==> config.mk <==
export PLATFORM = sky130hd
export DESIGN_NAME = control_sequencer_flat
export DESIGN_NICKNAME = d
export VERILOG_FILES = /design/src/rtl/control_sequencer_pkg.sv /design/src/rtl/control_sequencer_if.sv /design/src/rtl/control_sequencer_decode.sv /design/src/rtl/control_sequencer.sv /design/src/flat_wrapper.sv
export SDC_FILE = /design/constraint.sdc
export NUM_CORES = 1
export LEC_CHECK = 0
export BUFFER_PORTS_ARGS = -buffer_cell sky130_fd_sc_hd__buf_2
export CAP_MARGIN = 10
export CORE_MARGIN = 4
export CORE_UTILIZATION = 41
export DETAILED_ROUTE_END_ITERATION = 12
export GPL_TIMING_DRIVEN = 0
export PLACE_DENSITY_LB_ADDON = 0.12
export SLEW_MARGIN = 0
export SYNTH_ARGS = -nofsm -noshare
export SYNTH_HDL_FRONTEND = slang
export SYNTH_HIERARCHICAL = 1
export SYNTH_SLANG_ARGS = --single-unit
export TNS_END_PERCENT = 100
==> constraint.sdc <==
create_clock -name CLK -period 3.2 [get_ports CLK]
set_clock_uncertainty 0.05 [all_clocks]
set_input_delay 0.64 -clock CLK [delete_from_list [all_inputs] [get_ports CLK]]
set_output_delay 0.64 -clock CLK [all_outputs]
set_load 0.01 [all_outputs]
==> src/rtl/control_sequencer_pkg.sv <==
// Shared encodings for the hardwired control sequencer: state codes, opcodes,
// datapath function/mux selects and the bundled control word.
package control_sequencer_pkg;

  typedef enum logic [2:0] {
    ST_INIT = 3'd0,
    ST_T0   = 3'd1,
    ST_T1   = 3'd2,
    ST_T2   = 3'd3,
    ST_T3   = 3'd4,
    ST_HALT = 3'd5
  } state_t;

  localparam logic [3:0] OP_ADD  = 4'h0;
  localparam logic [3:0] OP_SUB  = 4'h1;
  localparam logic [3:0] OP_AND  = 4'h2;
  localparam logic [3:0] OP_OR   = 4'h3;
  localparam logic [3:0] OP_XOR  = 4'h4;
  localparam logic [3:0] OP_NOT  = 4'h5;
  localparam logic [3:0] OP_LSL  = 4'h6;
  localparam logic [3:0] OP_LSR  = 4'h7;
  localparam logic [3:0] OP_LD   = 4'h8;
  localparam logic [3:0] OP_ST   = 4'h9;
  localparam logic [3:0] OP_BRA  = 4'hA;
  localparam logic [3:0] OP_BEQ  = 4'hB;
  localparam logic [3:0] OP_INC  = 4'hC;
  localparam logic [3:0] OP_DEC  = 4'hD;
  localparam logic [3:0] OP_MOV  = 4'hE;
  localparam logic [3:0] OP_HALT = 4'hF;

  localparam logic [3:0] ALU_PASS = 4'b0000;
  localparam logic [3:0] ALU_NOT  = 4'b0010;
  localparam logic [3:0] ALU_ADD  = 4'b0100;
  localparam logic [3:0] ALU_SUB  = 4'b0101;
  localparam logic [3:0] ALU_AND  = 4'b0111;
  localparam logic [3:0] ALU_OR   = 4'b1000;
  localparam logic [3:0] ALU_XOR  = 4'b1010;
  localparam logic [3:0] ALU_LSL  = 4'b1011;
  localparam logic [3:0] ALU_LSR  = 4'b1100;

  // Register-file and ARF share the same function encoding.
  localparam logic [1:0] FUN_CLR = 2'b00;
  localparam logic [1:0] FUN_LD  = 2'b01;
  localparam logic [1:0] FUN_DEC = 2'b10;
  localparam logic [1:0] FUN_INC = 2'b11;

  localparam logic [1:0] MUXA_ALU = 2'b00;
  localparam logic [1:0] MUXA_MEM = 2'b01;
  localparam logic [1:0] MUXA_IMM = 2'b10;
  localparam logic [1:0] MUXA_ARF = 2'b11;
  localparam logic [1:0] MUXB_ALU = 2'b00;
  localparam logic [1:0] MUXB_MEM = 2'b01;
  localparam logic [1:0] MUXB_IMM = 2'b10;

  localparam logic [1:0] ARF_AR = 2'd0;
  localparam logic [1:0] ARF_SP = 2'd1;
  localparam logic [1:0] ARF_PC = 2'd3;

  localparam logic [3:0] EN_IDLE   = 4'hF;
  localparam logic [3:0] EN_ARF_PC = 4'b1110;
  localparam logic [3:0] EN_ARF_AR = 4'b1101;
  localparam logic [3:0] EN_ARF_ALL = 4'b1000;

  typedef struct packed {
    logic       ir_lh;
    logic       ir_en;
    logic [1:0] ir_funsel;
    logic [2:0] rf_o1sel;
    logic [2:0] rf_o2sel;
    logic [1:0] rf_funsel;
    logic [3:0] rf_rsel;
    logic [3:0] rf_tsel;
    logic [1:0] arf_outasel;
    logic [1:0] arf_outbsel;
    logic [1:0] arf_funsel;
    logic [3:0] arf_regsel;
    logic [3:0] alu_funsel;
    logic [1:0] muxasel;
    logic [1:0] muxbsel;
    logic       mem_cs;
    logic       mem_wr;
  } ctrl_t;

  localparam ctrl_t CTRL_IDLE = '{
    ir_lh: 1'b0, ir_en: 1'b0, ir_funsel: 2'b00,
    rf_o1sel: 3'd0, rf_o2sel: 3'd0, rf_funsel: FUN_CLR,
    rf_rsel: EN_IDLE, rf_tsel: EN_IDLE,
    arf_outasel: 2'd0, arf_outbsel: 2'd0, arf_funsel: FUN_CLR,
    arf_regsel: EN_IDLE, alu_funsel: ALU_PASS,
    muxasel: MUXA_ALU, muxbsel: MUXB_ALU,
    mem_cs: 1'b1, mem_wr: 1'b0
  };

  function automatic logic [3:0] alu_fun(input logic [3:0] op);
    case (op)
      OP_ADD:  return ALU_ADD;
      OP_SUB:  return ALU_SUB;
      OP_AND:  return ALU_AND;
      OP_OR:   return ALU_OR;
      OP_XOR:  return ALU_XOR;
      OP_NOT:  return ALU_NOT;
      OP_LSL:  return ALU_LSL;
      OP_LSR:  return ALU_LSR;
      default: return ALU_PASS;
    endcase
  endfunction

  // Active-low enable vector with only register idx enabled.
  function automatic logic [3:0] en_one(input logic [1:0] idx);
    return ~(4'b0001 << idx);
  endfunction

  // RegFile read select for R1..R4 (codes 4..7).
  function automatic logic [2:0] rf_sel(input logic [1:0] idx);
    return {1'b1, idx};
  endfunction

endpackage

==> src/rtl/control_sequencer_if.sv <==
// Control bus between the sequencer (master) and the datapath (slave).
interface control_sequencer_if;
  logic [15:0] IRout;
  logic [3:0]  Flags;
  logic        IR_LH;
  logic        IR_En;
  logic [1:0]  IR_FunSel;
  logic [2:0]  RF_O1Sel;
  logic [2:0]  RF_O2Sel;
  logic [1:0]  RF_FunSel;
  logic [3:0]  RF_RSel;
  logic [3:0]  RF_TSel;
  logic [1:0]  ARF_OutASel;
  logic [1:0]  ARF_OutBSel;
  logic [1:0]  ARF_FunSel;
  logic [3:0]  ARF_RegSel;
  logic [3:0]  ALU_FunSel;
  logic [1:0]  MuxASel;
  logic [1:0]  MuxBSel;
  logic        Mem_CS;
  logic        Mem_WR;
  logic [2:0]  State;

  modport master (
    input  IRout, Flags,
    output IR_LH, IR_En, IR_FunSel, RF_O1Sel, RF_O2Sel, RF_FunSel, RF_RSel,
           RF_TSel, ARF_OutASel, ARF_OutBSel, ARF_FunSel, ARF_RegSel,
           ALU_FunSel, MuxASel, MuxBSel, Mem_CS, Mem_WR, State
  );

  modport slave (
    output IRout, Flags,
    input  IR_LH, IR_En, IR_FunSel, RF_O1Sel, RF_O2Sel, RF_FunSel, RF_RSel,
           RF_TSel, ARF_OutASel, ARF_OutBSel, ARF_FunSel, ARF_RegSel,
           ALU_FunSel, MuxASel, MuxBSel, Mem_CS, Mem_WR, State
  );
endinterface

==> src/rtl/control_sequencer_decode.sv <==
// Purely combinational decode of (state, instruction, flags) into the
// datapath control word.
module sequencer_decode
  import control_sequencer_pkg::*;
(
  input  state_t      state,
  input  logic [15:0] ir,
  input  logic [3:0]  flags,
  output ctrl_t       ctrl
);

  logic [3:0] op;
  logic [1:0] dst;
  logic [1:0] src1;
  logic [1:0] src2;

  assign op   = ir[15:12];
  assign dst  = ir[11:10];
  assign src1 = ir[9:8];
  assign src2 = ir[7:6];

  // Immediate bits and the C/N/O flags feed the datapath directly, not here.
  logic unused_bits;
  assign unused_bits = ^{ir[5:0], flags[2:0]};

  // Control word per state; anything not set stays at its idle value.
  always_comb begin
    // NOTE: the full default first means every path assigns ctrl, so no latch.
    ctrl = CTRL_IDLE;
    case (state)
      ST_INIT: begin
        ctrl.rf_rsel    = 4'h0;
        ctrl.rf_tsel    = 4'h0;
        ctrl.arf_regsel = EN_ARF_ALL;
      end
      ST_T0, ST_T1: begin
        ctrl.ir_lh       = (state == ST_T1);
        ctrl.ir_en       = 1'b1;
        ctrl.ir_funsel   = FUN_LD;
        ctrl.arf_outbsel = ARF_PC;
        ctrl.mem_cs      = 1'b0;
        ctrl.arf_regsel  = EN_ARF_PC;
        ctrl.arf_funsel  = FUN_INC;
      end
      ST_T2: begin
        case (op)
          OP_ADD, OP_SUB, OP_AND, OP_OR, OP_XOR, OP_NOT, OP_LSL, OP_LSR,
          OP_MOV: begin
            ctrl.rf_o1sel   = rf_sel(src1);
            ctrl.rf_o2sel   = rf_sel(src2);
            ctrl.muxasel    = MUXA_ALU;
            ctrl.rf_funsel  = FUN_LD;
            ctrl.rf_rsel    = en_one(dst);
            ctrl.alu_funsel = alu_fun(op);
          end
          OP_LD, OP_ST: begin
            if (op == OP_LD && ir[9]) begin
              ctrl.muxasel   = MUXA_IMM;
              ctrl.rf_funsel = FUN_LD;
              ctrl.rf_rsel   = en_one(dst);
            end else begin
              ctrl.muxbsel    = MUXB_IMM;
              ctrl.arf_regsel = EN_ARF_AR;
              ctrl.arf_funsel = FUN_LD;
            end
          end
          OP_BRA, OP_BEQ: begin
            if (op == OP_BRA || flags[3]) begin
              ctrl.muxbsel    = MUXB_IMM;
              ctrl.arf_regsel = EN_ARF_PC;
              ctrl.arf_funsel = FUN_LD;
            end
          end
          OP_INC, OP_DEC: begin
            ctrl.rf_funsel = (op == OP_INC) ? FUN_INC : FUN_DEC;
            ctrl.rf_rsel   = en_one(dst);
          end
          default: ;
        endcase
      end
      ST_T3: begin
        if (op == OP_LD) begin
          ctrl.arf_outbsel = ARF_AR;
          ctrl.mem_cs      = 1'b0;
          ctrl.muxasel     = MUXA_MEM;
          ctrl.rf_funsel   = FUN_LD;
          ctrl.rf_rsel     = en_one(dst);
        end else if (op == OP_ST) begin
          ctrl.arf_outbsel = ARF_AR;
          ctrl.rf_o1sel    = rf_sel(dst);
          ctrl.alu_funsel  = ALU_PASS;
          ctrl.mem_cs      = 1'b0;
          ctrl.mem_wr      = 1'b1;
        end
      end
      default: ;
    endcase
  end

endmodule

==> src/rtl/control_sequencer.sv <==
// Hardwired control sequencer: state register, next-state logic and the
// decode sub-module driving the datapath control bus.
module control_sequencer
  import control_sequencer_pkg::*;
#(
  parameter bit INIT_CLEAR = 1'b1
) (
  input  logic                CLK,
  input  logic                RST_N,
  control_sequencer_if.master bus
);

  localparam state_t RESET_STATE = INIT_CLEAR ? ST_INIT : ST_T0;

  state_t state;
  state_t state_next;
  ctrl_t  ctrl;

  // State register; reset lands in INIT (or T0) asynchronously.
  always_ff @(posedge CLK or negedge RST_N) begin
    if (!RST_N) begin
      state <= RESET_STATE;
    end else begin
      // NOTE: non-blocking so every flop samples the pre-edge values.
      state <= state_next;
    end
  end

  // Next state: fetch two bytes, then one or two execute cycles.
  always_comb begin
    state_next = state;
    case (state)
      ST_INIT: state_next = ST_T0;
      ST_T0:   state_next = ST_T1;
      ST_T1:   state_next = ST_T2;
      ST_T2: begin
        case (bus.IRout[15:12])
          OP_HALT: state_next = ST_HALT;
          OP_LD:   state_next = bus.IRout[9] ? ST_T0 : ST_T3;
          OP_ST:   state_next = ST_T3;
          default: state_next = ST_T0;
        endcase
      end
      ST_T3:   state_next = ST_T0;
      ST_HALT: state_next = ST_HALT;
      default: state_next = RESET_STATE;
    endcase
  end

  sequencer_decode u_decode (
    .state (state),
    .ir    (bus.IRout),
    .flags (bus.Flags),
    .ctrl  (ctrl)
  );

  assign bus.IR_LH       = ctrl.ir_lh;
  assign bus.IR_En       = ctrl.ir_en;
  assign bus.IR_FunSel   = ctrl.ir_funsel;
  assign bus.RF_O1Sel    = ctrl.rf_o1sel;
  assign bus.RF_O2Sel    = ctrl.rf_o2sel;
  assign bus.RF_FunSel   = ctrl.rf_funsel;
  assign bus.RF_RSel     = ctrl.rf_rsel;
  assign bus.RF_TSel     = ctrl.rf_tsel;
  assign bus.ARF_OutASel = ctrl.arf_outasel;
  assign bus.ARF_OutBSel = ctrl.arf_outbsel;
  assign bus.ARF_FunSel  = ctrl.arf_funsel;
  assign bus.ARF_RegSel  = ctrl.arf_regsel;
  assign bus.ALU_FunSel  = ctrl.alu_funsel;
  assign bus.MuxASel     = ctrl.muxasel;
  assign bus.MuxBSel     = ctrl.muxbsel;
  assign bus.Mem_CS      = ctrl.mem_cs;
  assign bus.Mem_WR      = ctrl.mem_wr;
  assign bus.State       = state;

endmodule

==> src/flat_wrapper.sv <==
// flat-port wrapper written by rule: the top's interface ports become plain ports
module control_sequencer_flat import control_sequencer_pkg::*;
#(
  parameter bit INIT_CLEAR = 1'b1
)
  (CLK, RST_N, bus_IRout, bus_Flags, bus_IR_LH, bus_IR_En, bus_IR_FunSel, bus_RF_O1Sel, bus_RF_O2Sel, bus_RF_FunSel, bus_RF_RSel, bus_RF_TSel, bus_ARF_OutASel, bus_ARF_OutBSel, bus_ARF_FunSel, bus_ARF_RegSel, bus_ALU_FunSel, bus_MuxASel, bus_MuxBSel, bus_Mem_CS, bus_Mem_WR, bus_State);
  control_sequencer_if bus_i ();
  input  logic CLK;
  input  logic RST_N;
  input wire logic [$bits(bus_i.IRout)-1:0] bus_IRout;
  input wire logic [$bits(bus_i.Flags)-1:0] bus_Flags;
  output wire logic [$bits(bus_i.IR_LH)-1:0] bus_IR_LH;
  output wire logic [$bits(bus_i.IR_En)-1:0] bus_IR_En;
  output wire logic [$bits(bus_i.IR_FunSel)-1:0] bus_IR_FunSel;
  output wire logic [$bits(bus_i.RF_O1Sel)-1:0] bus_RF_O1Sel;
  output wire logic [$bits(bus_i.RF_O2Sel)-1:0] bus_RF_O2Sel;
  output wire logic [$bits(bus_i.RF_FunSel)-1:0] bus_RF_FunSel;
  output wire logic [$bits(bus_i.RF_RSel)-1:0] bus_RF_RSel;
  output wire logic [$bits(bus_i.RF_TSel)-1:0] bus_RF_TSel;
  output wire logic [$bits(bus_i.ARF_OutASel)-1:0] bus_ARF_OutASel;
  output wire logic [$bits(bus_i.ARF_OutBSel)-1:0] bus_ARF_OutBSel;
  output wire logic [$bits(bus_i.ARF_FunSel)-1:0] bus_ARF_FunSel;
  output wire logic [$bits(bus_i.ARF_RegSel)-1:0] bus_ARF_RegSel;
  output wire logic [$bits(bus_i.ALU_FunSel)-1:0] bus_ALU_FunSel;
  output wire logic [$bits(bus_i.MuxASel)-1:0] bus_MuxASel;
  output wire logic [$bits(bus_i.MuxBSel)-1:0] bus_MuxBSel;
  output wire logic [$bits(bus_i.Mem_CS)-1:0] bus_Mem_CS;
  output wire logic [$bits(bus_i.Mem_WR)-1:0] bus_Mem_WR;
  output wire logic [$bits(bus_i.State)-1:0] bus_State;
  assign bus_i.IRout = bus_IRout;
  assign bus_i.Flags = bus_Flags;
  assign bus_IR_LH = bus_i.IR_LH;
  assign bus_IR_En = bus_i.IR_En;
  assign bus_IR_FunSel = bus_i.IR_FunSel;
  assign bus_RF_O1Sel = bus_i.RF_O1Sel;
  assign bus_RF_O2Sel = bus_i.RF_O2Sel;
  assign bus_RF_FunSel = bus_i.RF_FunSel;
  assign bus_RF_RSel = bus_i.RF_RSel;
  assign bus_RF_TSel = bus_i.RF_TSel;
  assign bus_ARF_OutASel = bus_i.ARF_OutASel;
  assign bus_ARF_OutBSel = bus_i.ARF_OutBSel;
  assign bus_ARF_FunSel = bus_i.ARF_FunSel;
  assign bus_ARF_RegSel = bus_i.ARF_RegSel;
  assign bus_ALU_FunSel = bus_i.ALU_FunSel;
  assign bus_MuxASel = bus_i.MuxASel;
  assign bus_MuxBSel = bus_i.MuxBSel;
  assign bus_Mem_CS = bus_i.Mem_CS;
  assign bus_Mem_WR = bus_i.Mem_WR;
  assign bus_State = bus_i.State;
  control_sequencer #(.INIT_CLEAR(INIT_CLEAR)) u_core (.CLK(CLK), .RST_N(RST_N), .bus(bus_i));
endmodule
Word-level counts from Yosys, hierarchy flattened. Memory sizes are Yosys's and may differ from the RTL's. Index checks and enable logic that the tools add are counted. W data, S select, Z words.

Flip-flop bits (word level): 3. Memories kept: 1. Word-level logic and storage cells: 71. Output and inout bits: 43. ROM bits: 32.

Shift operators: 1. Equality and inequality tests: 20. Multiplexer cells: 37. Bitwise gates (word level): 1. Reduce and logical (&&, ||, !) cells: 10.

Memories: (no name shown) (depth 8, bits a word 4, read ports 1, clocked after Yosys merged registers in 0, write ports 0, RTL line control_sequencer_pkg.sv:95) `case (op)`.

Operator list (count): $eq A4 B4 Y1 const B (8); $pmux W4 S3 (2); $pmux W6 S2 (2); $mux W5 (4); $pmux W6 S3 (1); $eq A4 B3 Y1 const B (4); $mux W4 (4); $pmux W3 S5 (1); $mux W2 (7); $mux W3 (4); $pmux W2 S2 (3); $reduce_or A2 Y1 (5); $pmux W3 S3 (1); $reduce_or A9 Y1 (1); $eq A4 B2 Y1 const B (2); $eq A3 B2 Y1 const B (2); $eq A3 B3 Y1 const B (2); $mux W6 (1); $pmux W3 S2 (1); $mux W1 (5); $eq A4 B1 Y1 const B (1); $logic_not A4 Y1 (1); $not A4 Y4 (1); $shl A1 B2 Y4 const A (1); 5 further kinds (5).

Longest topological paths before layout.
Depth in word-level cells: 5. Gate-level depth with buffers: 6. Depth with buffers taken out: 6.

By module. The synthesis kept the hierarchy.

By module, submodules not included: sequencer_decode (cells each 93, instances 1, sequential area each 0.0 um^2, area an instance 606.8 um^2); control_sequencer (cells each 16, instances 1, sequential area each 75.1 um^2, area an instance 163.9 um^2).

Worst setup path after synthesis. Ideal clock, no wire load.

Path type: input port to output port. Start: in bus_IRout[12]. End: out bus_RF_RSel[0]. Required time: 2.510 ns. Stages: 6. Arrival: 2.023 ns. Slack: 0.487 ns. Path buffers: 0. Cell sequence: inv_1 > ha_1 > or2_2 > a2111oi_0 > o31ai_1 > a31oi_1.

Cells in the longest elaborated chain, start to end: 5. Elaborated cells on any way between the ends: 21. Those cells by class: 12 x eq/ne; 4 x mux; 5 x reduce/logical.

Ends and longest elaborated chain: from (decl) (RTL line flat_wrapper.sv:10) `input wire logic [$bits(bus_i.IRout)-1:0] bus_IRout;`; parallel branches: the longest is 4 deep, another holds $reduce_or A9 Y1; $pmux W4 S3 (*) (RTL line control_sequencer_decode.sv:30) `case (state)`; to (decl) (RTL line flat_wrapper.sv:18) `output wire logic [$bits(bus_i.RF_RSel)-1:0] bus_RF_RSel;`.

Mark *: on every way between the ends.

Worst setup path after layout.
Start: in bus_IRout[12]. End: out bus_RF_O1Sel[2].

Cells in the longest elaborated chain, start to end: 4. Elaborated cells on any way between the ends: 16. Those cells by class: 10 x eq/ne; 4 x mux; 2 x reduce/logical.

Ends and longest elaborated chain: $eq A4 B1 Y1, or another cell as far along (RTL line control_sequencer_decode.sv:46) `case (op)`; $reduce_or A9 Y1 or $mux W3 (tied branches) (RTL line control_sequencer_decode.sv:46, control_sequencer_decode.sv:88); $mux W6 or $mux W3 (tied branches) (RTL line control_sequencer_decode.sv:46, control_sequencer_decode.sv:82); $pmux W3 S2 (*) (RTL line control_sequencer_decode.sv:30); to (decl) (RTL line flat_wrapper.sv:15) `output wire logic [$bits(bus_i.RF_O1Sel)-1:0] bus_RF_O1Sel;`.

Mark *: on every way between the ends. The rest lies on a longest branch, timed or not.

==> reports/metrics.csv <==
metric;value;unit
outcome;complete, no violations;
main flop type after synthesis;dfrtp_1;
WL final;2.06;mm
largest net degree at the start of global routing;11;
GRT met3 Usage;1.75;%
# IOs;65;
Synth area leaders;buf_4 11%, dfrtp_1 9.7%, ha_1 9.7%;
Reg-to-Reg Start;u_core/bus.State[1];
Total Routing Usage GR;14.4;%
die area;2640;um^2
setup TNS;0;ns
FF-to-FF path depth;3;
worst endpoint required time;2.51;ns
Worst VDD drop;691;uV
Die W;51.4;um
TritonCTS buffer count;3;
worst rel slew slack;52.5;%
Post-Synth XOR/XNOR Area;2.27;%
top cells by count, synth;14 x nor2_1, 11 x buf_4, 9 x a21oi_1;
fin area;1100;um^2
worst path cell trace;buf_2 -> inv_1 -> ha_1 -> mux2_4 -> o31a_1 -> o21a_4 -> or2_1 -> buf_2;
first-pass GRT wire length;3.07;mm
Filler Cells Inserted;168;
initial antenna violation count;0;
Compound-Gate Fraction of Synth Area;26.3;%
Power Dens Cells;742;nW/um^2
Adder-Cell Fraction of Synth Area;9.74;%
largest family of logic cells by synthesized area;simple AND/OR/NAND/NOR gates;
WP data arrival;2.38;ns
Post-Synth Simple-Gate Area;30.5;%
Worst Setup Start Kind;primary input;
leakage;0.609;nW
CP max-delay cell;o31a_1;
most numerous cell in the Yosys netlist;nor2_1;
R2R Path End;u_core/bus.State[2];
min cycle time layout;3.07;ns
M2 GR Usage;24.9;%
WL per Instance;10.8;um
Post-Syn Area per Cell;7.07;um^2
max FFs per register;3;
CP max stage delay;0.32;ns
CTS max path bufs;2;
critical path launch point;bus_IRout[12];
vias;892;
register bit total from synthesis;3;
area leader, netlist;buf_4;
worst-margin pin slew;0.707;ns
routability congestion estimate;0.759;
htree depth;1;
die height;51.4;um
final hold viol count;0;
synth warn;6;
Reg2Reg Setup Slack;1.94;ns
Syn Inst Count;109;
synth-to-layout area growth;42.2;%
post-CTS repair timing setup buffer count;0;
vias per cell;4.67;
asr flop ratio synth;100;%
TritonRoute pass-1 iters;4;
MaxCap Viol Count;0;
n_diodes;0;
Max FO, Critical Path;8;
Hold-fix buffers, CTS;0;
nets;195;
Congestion Overflow GR;0;
port bufs;50;
worst-skew pair later-pin latency;0.23;ns
worst min path class;primary input to asynchronous set/reset pin;
share of the synthesized area in the top cell type;10.7;%
RSZ-0062 raised after global routing;no;
WP depth;8;
Post-route DRC;0;
Slew Limit Fails;0;
f_max;0.326;GHz
Worst-path clk slew;0.04;ns
Distinct cells, synth;43;
post-synthesis sequential area ratio;9.74;%
endpoints failing setup;0;
initial DRC count;17;
met1 Usage GRT;18.7;%
Synth Cell Area;771;um^2
multiplexer share of the synthesized area;1.95;%
dpl hpwl;1.66;mm
Initial Utilization;44.2;%
crit path capture type;output port;
EDFF count, synth;0;
worst setup path class;primary input to output port;
Core ar.;1750;um^2
GRT Max-Usage Layer;met2;
cell mode on critical path;buf_2;
number of clock sinks;3;
Buf/Inv on CP;3;
final period utilization;96.0;%
clock root cell;clkbuf_4;
CTS tree;done;
CP top delay family;compound AO/OA/AOI/OAI gates;
vias in the first global route;714;
Final ANT Viol Nets;0;
Placement Cell Area;1060;um^2
layout cell share with drive strength beyond 1;47.0;%
row count;15;
-- timing repair --
item                                    CTS  global route
gates resized for setup                   0             2
endpoints found under the setup margin    0             4
endpoints found under the hold margin     0             0
-- worst reg2reg max path, stage by stage, from the launching register on --
cell	delay (ns)
dfrtp_1	0.51
nand2b_1	0.14
a2111oi_2	0.36
o21a_1	0.15
-- layout make-up --
cell class | instances | area [um^2] | area share [%]
multi-input combinational | 86 | 571 | 52.1
timing repair buffer | 50 | 250 | 22.8
buffer | 14 | 109 | 9.93
sequential | 3 | 75.1 | 6.85
inverter | 9 | 33.8 | 3.08
tap | 25 | 31.3 | 2.85
clock buffer | 4 | 26.3 | 2.40
-- cell families after synthesis --
kind of cell	Yosys count
adder cells (fa/ha/maj)	6
flip-flops	3
XOR/XNOR	2
multiplexers	1
AO/OA/AOI/OAI	28
other	2
AND/OR/NAND/NOR	44
buffers and inverters	23
-- worst max-delay path by stage --
| stage | end | slack [ns] |
|---|---|---|
| 4_1_cts | bus_RF_RSel[3] | 0.05 |
| 2_1_floorplan | bus_RF_RSel[0] | 0.49 |
| 3_5_place_dp | bus_RF_RSel[3] | 0.06 |
| 5_1_grt | bus_RF_RSel[2] | 0.03 |
| 6_report | bus_RF_O1Sel[2] | 0.13 |
| 3_3_place_gp | bus_RF_RSel[0] | 0.07 |
-- layer usage --
layer | part of all wire, % | vias up
met4 | 0 | 0
met1 | 42 | 383
met3 | 11 | 0
met2 | 47 | 40
li1 | - | 469
met5 | 0 | -
-- placed cells by master (no fill, tap or decap), types with 2 or more instances in the layout --
cell	instances
or2_2	2
conb_1	5
nand2_1	5
buf_2	50
buf_6	2
dfrtp_1	3
or2_1	2
a2111oi_2	2
buf_4	11
clkbuf_4	3
and2_2	3
nand2b_1	3
nor2_1	14
a31oi_1	4
nor3_1	2
nand3_1	2
a21oi_1	9
nor2b_1	2
clkbuf_1	2
inv_1	8
o21bai_1	2
a22o_2	2
xnor2_1	2
ha_1	6
-- metrics by stage --
step / worst slack (ns) / hold slack, ns / utilization, % / std cells / power (W)
floorplan: 0.487 / 0.294 / - / 112 / 0.000505
global placement: 0.0675 / 0.385 / 60.9 / 187 / 0.000740
detailed placement: 0.0606 / 0.388 / 60.9 / 187 / 0.000746
CTS: 0.0511 / 0.136 / 62.4 / 191 / 0.000820
global route: 0.0254 / 0.130 / 62.8 / 191 / 0.000884
finish: 0.128 / 0.143 / 62.8 / 191 / 0.000813
-- power by group --
part	switching (W)	internal, W	total [W]
logic	0.000340	0.000314	0.000654
registers	0.0000374	0.0000534	0.0000908
clock network	0.0000216	0.0000469	0.0000685
No activity file was read; power rests on OpenSTA's default activity.
